`src/rtl/serum_reg_slave.sv`:
```
// serum_reg_slave
// Serial register slave for the serum master. It receives frames one bit
// per clk while cs_n is low: an RW bit, an AWIDTH-bit address, then either
// DWIDTH write-data bits on sdi, or one turnaround cycle followed by
// DWIDTH read-data bits on sdo.
//
// Ports:
//   clk        system clock, rising edge
//   nreset     asynchronous active-low reset
//   cs_n       frame select, active low
//   sdi        serial data in, MSB first
//   sdo        serial read data out, MSB first (registered)
//   sdo_oe     high while sdo carries read data (registered)
//   busy       high while a frame is in progress
//   wr_pulse   one-cycle strobe when a register is committed
//   wr_index   index of the register written, valid with wr_pulse
//   frame_err  one-cycle strobe on abort or out-of-range access
//   regs_o     flat register bank, reg i at [i*DWIDTH +: DWIDTH]
module serum_reg_slave #(
    parameter int DWIDTH = 32,
    parameter int AWIDTH = 8,
    parameter int NREGS  = 16,
    parameter int BASE   = 'hF
) (
    input  logic                          clk,
    input  logic                          nreset,
    input  logic                          cs_n,
    input  logic                          sdi,
    output logic                          sdo,
    output logic                          sdo_oe,
    output logic                          busy,
    output logic                          wr_pulse,
    output logic [$clog2(NREGS)-1:0]      wr_index,
    output logic                          frame_err,
    output logic [NREGS*DWIDTH-1:0]       regs_o
);

    localparam int IW = $clog2(NREGS);
    localparam int CW = $clog2((DWIDTH > AWIDTH) ? DWIDTH : AWIDTH);
    localparam logic [AWIDTH-IW-1:0] BASE_BITS = (AWIDTH-IW)'(BASE);
    localparam logic [CW-1:0] ALAST = CW'(AWIDTH - 1);
    localparam logic [CW-1:0] DLAST = CW'(DWIDTH - 1);

    typedef enum logic [2:0] {
        IDLE, ADDR, WDATA, COMMIT, TURN, RDATA, DONE
    } state_t;

    state_t                    r_state;
    state_t                    w_next;
    logic                      w_abort;
    logic [CW-1:0]             r_cnt;
    logic                      r_isWrite;
    logic                      r_inRange;
    logic [AWIDTH-1:0]         r_addr;
    logic [AWIDTH-1:0]         w_addrNext;
    logic                      w_addrInRange;
    logic [DWIDTH-1:0]         r_shift;
    logic [DWIDTH-1:0]         r_wrData;
    logic [DWIDTH-1:0]         w_rdWord;
    logic [NREGS*DWIDTH-1:0]   r_bank;

    assign busy          = (r_state != IDLE);
    assign regs_o        = r_bank;
    assign w_addrNext    = {r_addr[AWIDTH-2:0], sdi};
    // The range decision is made on the edge that shifts in the last address
    // bit, so it must look at the address including the incoming bit.
    assign w_addrInRange = (w_addrNext[AWIDTH-1:IW] == BASE_BITS);

    // Read mux: the register selected by the captured index.
    always_comb begin
        w_rdWord = '0;
        for (int i = 0; i < NREGS; i++) begin
            if (r_addr[IW-1:0] == IW'(i)) begin
                w_rdWord = r_bank[i*DWIDTH +: DWIDTH];
            end
        end
    end

    // State register.
    always_ff @(posedge clk or negedge nreset) begin
        if (!nreset) begin
            r_state <= IDLE;
        end else begin
            r_state <= w_next;
        end
    end

    // Next-state logic. Deselecting the slave anywhere mid-frame aborts
    // back to IDLE; in DONE it is the normal end of frame.
    always_comb begin
        w_next  = r_state;
        w_abort = 1'b0;
        case (r_state)
            IDLE:   if (!cs_n) w_next = ADDR;
            ADDR: begin
                if (cs_n) begin
                    w_next  = IDLE;
                    w_abort = 1'b1;
                end else if (r_cnt == ALAST) begin
                    w_next = r_isWrite ? WDATA : TURN;
                end
            end
            WDATA: begin
                if (cs_n) begin
                    w_next  = IDLE;
                    w_abort = 1'b1;
                end else if (r_cnt == DLAST) begin
                    w_next = COMMIT;
                end
            end
            COMMIT, TURN: begin
                if (cs_n) begin
                    w_next  = IDLE;
                    w_abort = 1'b1;
                end else begin
                    w_next = (r_state == COMMIT) ? DONE : RDATA;
                end
            end
            RDATA: begin
                if (cs_n) begin
                    w_next  = IDLE;
                    w_abort = 1'b1;
                end else if (r_cnt == DLAST) begin
                    w_next = DONE;
                end
            end
            DONE:   if (cs_n) w_next = IDLE;
            default: w_next = IDLE;
        endcase
    end

    // Datapath. The bit counter restarts whenever the state changes, so each
    // shifting state counts its own bits from zero. A commit is staged in
    // r_wrData on the COMMIT edge (raising wr_pulse) and lands in the bank on
    // the following edge, which keeps wr_pulse and the bank update aligned.
    always_ff @(posedge clk or negedge nreset) begin
        if (!nreset) begin
            r_cnt     <= '0;
            r_isWrite <= 1'b0;
            r_inRange <= 1'b0;
            r_addr    <= '0;
            r_shift   <= '0;
            r_wrData  <= '0;
            r_bank    <= '0;
            sdo       <= 1'b0;
            sdo_oe    <= 1'b0;
            wr_pulse  <= 1'b0;
            wr_index  <= '0;
            frame_err <= 1'b0;
        end else begin
            wr_pulse  <= 1'b0;
            frame_err <= 1'b0;

            if (r_state != w_next) begin
                r_cnt <= '0;
            end else begin
                r_cnt <= r_cnt + 1'b1;
            end

            case (r_state)
                IDLE: begin
                    if (!cs_n) r_isWrite <= sdi;
                end
                ADDR: begin
                    if (!cs_n) begin
                        r_addr <= w_addrNext;
                        if (r_cnt == ALAST) begin
                            r_inRange <= w_addrInRange;
                            if (!r_isWrite && !w_addrInRange) frame_err <= 1'b1;
                        end
                    end
                end
                WDATA: begin
                    if (!cs_n) begin
                        r_shift <= {r_shift[DWIDTH-2:0], sdi};
                        if (r_cnt == DLAST && !r_inRange) frame_err <= 1'b1;
                    end
                end
                COMMIT: begin
                    if (!cs_n && r_inRange) begin
                        wr_pulse <= 1'b1;
                        wr_index <= r_addr[IW-1:0];
                        r_wrData <= r_shift;
                    end
                end
                TURN: begin
                    if (!cs_n) r_shift <= r_inRange ? w_rdWord : '0;
                end
                RDATA: begin
                    if (!cs_n) r_shift <= {r_shift[DWIDTH-2:0], 1'b0};
                end
                default: ;
            endcase

            if (w_abort) frame_err <= 1'b1;

            sdo_oe <= (r_state == RDATA) && !cs_n;
            sdo    <= ((r_state == RDATA) && !cs_n) ? r_shift[DWIDTH-1] : 1'b0;

            for (int i = 0; i < NREGS; i++) begin
                if (wr_pulse && wr_index == IW'(i)) begin
                    r_bank[i*DWIDTH +: DWIDTH] <= r_wrData;
                end
            end
        end
    end

endmodule

```
`config.mk`:
```
export PLATFORM = sky130hd
export DESIGN_NAME = serum_reg_slave
export DESIGN_NICKNAME = d
export VERILOG_FILES = /design/src/rtl/serum_reg_slave.sv
export SDC_FILE = /design/constraint.sdc
export NUM_CORES = 1
export LEC_CHECK = 0
export ABC_AREA = 1
export CAP_MARGIN = 0
export CORE_MARGIN = 2
export CORE_UTILIZATION = 45
export CTS_CLUSTER_DIAMETER = 100
export DETAILED_ROUTE_END_ITERATION = 7
export DONT_BUFFER_PORTS = 1
export SLEW_MARGIN = 20
export SYNTH_ARGS = -nofsm -noshare
export SYNTH_HDL_FRONTEND = slang
export SYNTH_SLANG_ARGS = --single-unit
```
`constraint.sdc`:
```
create_clock -name clk -period 4.07 [get_ports clk]
set_input_delay 0.6105 -clock clk [delete_from_list [all_inputs] [get_ports clk]]
set_output_delay 0.6105 -clock clk [all_outputs]
set_load 0.005 [all_outputs]
```
# Yosys cells after proc, flatten, opt, wreduce, memory -nomap -nowiden
# Cells that the tools add are included.
# word_totals
elab_cells	155
regBits	601
input_bits	4
out_inout_bits	521
# classes
n_bitwise	1
reduce_logical	36
mux	46
addsub	1
n_eq_ne	43
# op_table
cell	count
2-to-1 mux 32 bit	20
case mux 32 bit (3 select lines)	1
== test 4 bit (second input constant)	17
== test 4 x 3 -> 1 bit (second input constant)	8
2-to-1 mux 3 bit	10
logical AND 1 bit	20
case mux 3 bit (6 select lines)	1
== test 4 x 2 -> 1 bit (second input constant)	4
2-to-1 mux 1 bit	11
== test 3 bit (second input constant)	3
== test 4 x 1 -> 1 bit (second input constant)	2
zero test 4 bit	2
== test 3 x 2 -> 1 bit (second input constant)	2
inequality test 2 bit (second input constant)	3
AND reduction 2 bit	3
nonzero test 3 bit	2
adder 5 x 1 -> 5 bit (second input constant)	1
== test 5 x 3 -> 1 bit (second input constant)	1
== test 5 bit (second input constant)	1
2-to-1 mux 5 bit	1
OR reduction 5 bit	1
zero test 1 bit	4
AND reduction 4 bit	1
== test 3 x 1 -> 1 bit (second input constant)	1
7 further kinds	7

# Depth between registers and ports, before layout
# logic_depth
depth_word	20
mapped_depth	17
ltp_nobuf	15

# Least setup slack after synthesis
# OpenSTA, ideal clock, no wires.
# synth_timing
path_kind	register to register
startpoint	register r_cnt[0]
endpoint	register r_cnt[2]
stages_incl_launch_ff	12
setup_ns	0.080
setup_slack_ns	2.154
t_required_ns	3.990
arrival_ns	1.836
path_cell_list	dfrtp_1 -> ha_1 -> nand2_1 -> nor2_1 -> ha_1 -> o21ai_0 -> a21oi_1 -> nor2_1 -> a31oi_2 -> xor2_1 -> nand3b_2 -> nor3b_2
# synth_between
elab_chain_cells	6
word_cells_on_any_way	12
# synth_rtl
element	line	text
from (decl)	51	logic [CW-1:0] r_cnt;
from (signal assigned)	157	r_cnt <= r_cnt + 1'b1;
== test 5 bit / == test 5 x 3 -> 1 bit (equally long branches)	107, 123, 99	
2-to-1 mux 3 bit, on equally long branches	123, 107, 99	
2-to-1 mux 3 bit, on equally long branches	120, 104, 96	
case mux 3 bit (6 select lines) *	93	case (r_state)
via w_next[1]	49	state_t w_next;
inequality test 3 bit *	154	if (r_state != w_next) begin
2-to-1 mux 5 bit *	154	
# The timed path passes the listed nets; every way through them passes the cells marked *.
# A chain may end at the register's enable or synchronous reset.

# Final worst setup path
# layout_timing
startpoint	register r_addr[1]
endpoint	register r_shift[6]
# layout_between
elab_chain_cells	20
word_cells_on_any_way	35
# layout_rtl
element	line	text
from (decl)	54	logic [AWIDTH-1:0] r_addr;
from (signal assigned)	166	r_addr <= w_addrNext;
zero test 4 bit	73	if (r_addr[IW-1:0] == IW'(i)) begin
2-to-1 mux 32 bit (15 in series)	73	
2-to-1 mux 32 bit *	73	
2-to-1 mux 32 bit * (2 in series)	187	if (!cs_n) r_shift <= r_inRange ? w_rdWord : '0;
case mux 32 bit (3 select lines) *	160	case (r_state)
to (signal assigned)	175	r_shift <= {r_shift[DWIDTH-2:0], sdi};
to (signal assigned)	187	
to (signal assigned)	190	if (!cs_n) r_shift <= {r_shift[DWIDTH-2:0], 1'b0};
to (decl)	57	logic [DWIDTH-1:0] r_shift;
# Every way passes the cells marked *; elsewhere a longest branch is shown, timed or not. The select of a mux whose other input is x is not followed.

==> results by group <==
Status
  – Status: complete, but fails checks
  – Violated checks: negative hold slack, max-slew violations

Timing
  – Min Tclk post-route: approximately 3000 ps
  – Worst Skew: approximately 28 ps
  – # setup viols final: 0
  – Max-slew violation count: 398
  – Fin. Hold Viols: roughly 190
  – Setup WS post-layout: 1110 ps
  – Rel. slew slack: -42.3%
  – RSZ-0062 raised after global routing: false
  – Final period utilization: between 70% and 80%
  – Setup TNS: 0 ps
  – Worst slew pin tran: 2130 ps
  – Max frequency: 337 MHz
  – Hold Worst Slack: -303 ps

Clock network
  – CTS tree: done
  – # Post-CTS Setup Buffers: 0
  – Clock Tree Root: clkbuf_16
  – Clk_lat worst skew: 620 ps
  – CTS H-tree depth: 3
  – Total CTS buffers: 69
  – Clk slew on worst S/H paths: 60 ps
  – TritonCTS Sinks: 601
  – Max Buffers Root-to-Sink: 3
  – Resized Gates After CTS: 0

Global route
  – Overflow left after global routing: 0
  – First-pass GRT wire length: 148 mm
  – Gr usage total: 32.8%
  – Largest net degree at the start of global routing: 602
  – Vias in the first global route: 21900
  – Initial antenna violation count: 2

Route
  – Drt pass-1 iters: 6
  – Routed wire length: 100 mm
  – Wire per inst: roughly 26 um
  – Routed Antenna Nets: 0
  – Routed via count: roughly 23000
  – DRC: 0
  – Via/cell ratio: 5.80
  – Initial drt markers: approximately 2000

Critical path
  – CP Capture Type: flip-flop
  – Worst Setup Path Type: flip-flop to flip-flop
  – Crit path DAT: between 3000 and 4000 ps
  – Worst r2r src: r_addr[1]
  – Crit start category: flip-flop
  – Crit Path Max Fanout: 27
  – Req. time, crit path: 4570 ps
  – R2R setup slack: roughly 1100 ps
  – CP startpoint: r_addr[1]
  – R2R cell count: 9
  – Critical Path Sink: r_shift[6]
  – Worst reg2reg endpoint: r_shift[6]

Synth
  – Syn Inst Count: 3174
  – Synth Register Bits: 601
  – Avg Inst Size Synth: 8.35 sq um
  – Synthesized Nets: 3182
  – Post-synthesis sequential area ratio: between 50% and 60%
  – Netlist cell types: 40
  – Ys Warns: 0
  – Netlist Area Pre-Place: 0.0265 sq mm

Layout
  – Register area: approximately 0.015 sq mm
  – Filler cells: 5596
  – Most frequent cells in the layout: 989 x nand2_1, 601 x dfrtp_1, 554 x o21ai_0
  – Post-route design area: between 0.02 and 0.03 sq mm
  – Fin util: 50.3%
  – Layout area overhead: 9.99%
  – # diodes: 0
  – Multi-input logic area: 0.0100 sq mm
  – Commonest non-fill, non-tap cell in the layout: nand2_1
  – Nets@finish: 3076
  – Fraction of layout cells with a size suffix above 1: 7.03%

Min path
  – Hold WC Path Type: input port to asynchronous set/reset pin

Place
  – DP HPWL: 70.4 mm
  – Area after DPL: between 0.02 and 0.03 sq mm
  – Pre-CTS setup slack: 1150 ps
  – RePlAce Congestion: 0.990
  – Port bufs: 0

Power
  – P_leak: roughly 13 nW
  – VDD IR-drop max: 0.328 mV
  – Pwr Density: 505 mW/mm^2

Die
  – Die Y-Extent: 247 um
  – Core area: 0.0579 sq mm
  – Starting density of the core: around 46%
  – I/O pin total: 525
  – Rows: 88
  – Die area: 0.0609 sq mm
  – Die width: 247 um

Job
  – Max_cap viols: 0
==> synth_stat cells (all sizes together) <==
master / number / area share [%]
o221ai: 1 / 0.033
a31oi: 1 / 0.047
nand3: 123 / 2.3
and3: 1 / 0.024
or2: 66 / 1.6
nand2: 1006 / 14
ha: 4 / 0.19
a21oi: 109 / 2.1
inv: 163 / 2.3
o21a: 1 / 0.028
o21ai: 559 / 11
o21bai: 1 / 0.028
mux2: 1 / 0.042
dfrtp: 601 / 57
clkinv: 2 / 0.028
o211ai: 2 / 0.057
nand4: 85 / 2.0
clkbuf: 169 / 2.4
xor2: 4 / 0.13
nand3b: 1 / 0.042
nor2: 180 / 2.9
nor3: 46 / 0.89
buf: 46 / 1.1
nor3b: 2 / 0.076
==> cell families after synthesis <==
logic type      share of synthesized area (%)
flops                                    56.7
mux                                    0.0425
buf+inv                                  5.91
compound gates                           12.8
fa+ha+maj                               0.189
simple gates                             24.2
xor+xnor                                0.132
==> final cells by class <==
class                           instances  area share, %
Sequential cell                       601           51.6
Multi-Input combinational cell       2193           34.3
Clock buffer                          106           7.16
Tap cell                              765           3.28
Inverter                              165           2.16
Timing Repair Buffer                   38           1.02
Clock inverter                         12          0.464
==> metal layers <==
| metal | routed length (um) | vias up | part of all wire, % | global-route usage, % |
|---|---|---|---|---|
| met1 | 36300 | 11100 | 36 | 38.0 |
| met4 | 3860 | 2 | 3.9 | 11.8 |
| met3 | 10800 | 211 | 11 | 12.2 |
| met5 | 16 | - | 0.016 | 0 |
| met2 | 49100 | 1082 | 49 | 55.6 |
| li1 | - | 10100 | - | - |
==> critical path, cell delays in order, from the launching register on <==
cell and delay [ps]:
dfrtp_1 670, nor2_4 200, nand2_1 140, clkinv_1 770, nand2_1 320, nand4_1 130
nor2_1 290, nand4_1 160, nand2_1 100, a21oi_1 60
==> sequential cells by signal, indices dropped and copies added (netlist names) <==
name / flops
frame_err: 1
r_addr: 7
r_cnt: 5
r_inRange: 1
r_isWrite: 1
r_shift: 32
r_state: 3
r_wrData: 32
regs_o: 512
sdo: 1
sdo_oe: 1
wr_index: 4
wr_pulse: 1
==> stage by stage <==
step / total power [mW] / cells
2_1_floorplan: 7.89 / 3174
3_3_place_gp: 8.59 / 3762
3_5_place_dp: 8.62 / 3762
4_1_cts: 14.8 / 3880
5_1_grt: 15.2 / 3880
6_report: 14.7 / 3880
==> how the worst min path moves through the flow <==
stage                 from     endpoint  slack (ps)  depth (start not counted)
finish              nreset  regs_o[167]        -300                          0
CTS                 nreset  regs_o[167]        -320                          0
global route        nreset   regs_o[69]        -320                          0
detailed placement  nreset  regs_o[101]         330                          0
global placement    nreset  regs_o[101]         330                          0
floorplan           nreset    frame_err         310                          0
==> power breakdown <==
part / switching (mW) / internal [mW] / leakage (nW)
logic: 1.43 / 0.527 / 3.90
clock network: 2.55 / 3.65 / 1.09
registers: 0.316 / 6.25 / 8.18
Note: power is estimated with default switching activity, not from simulation.
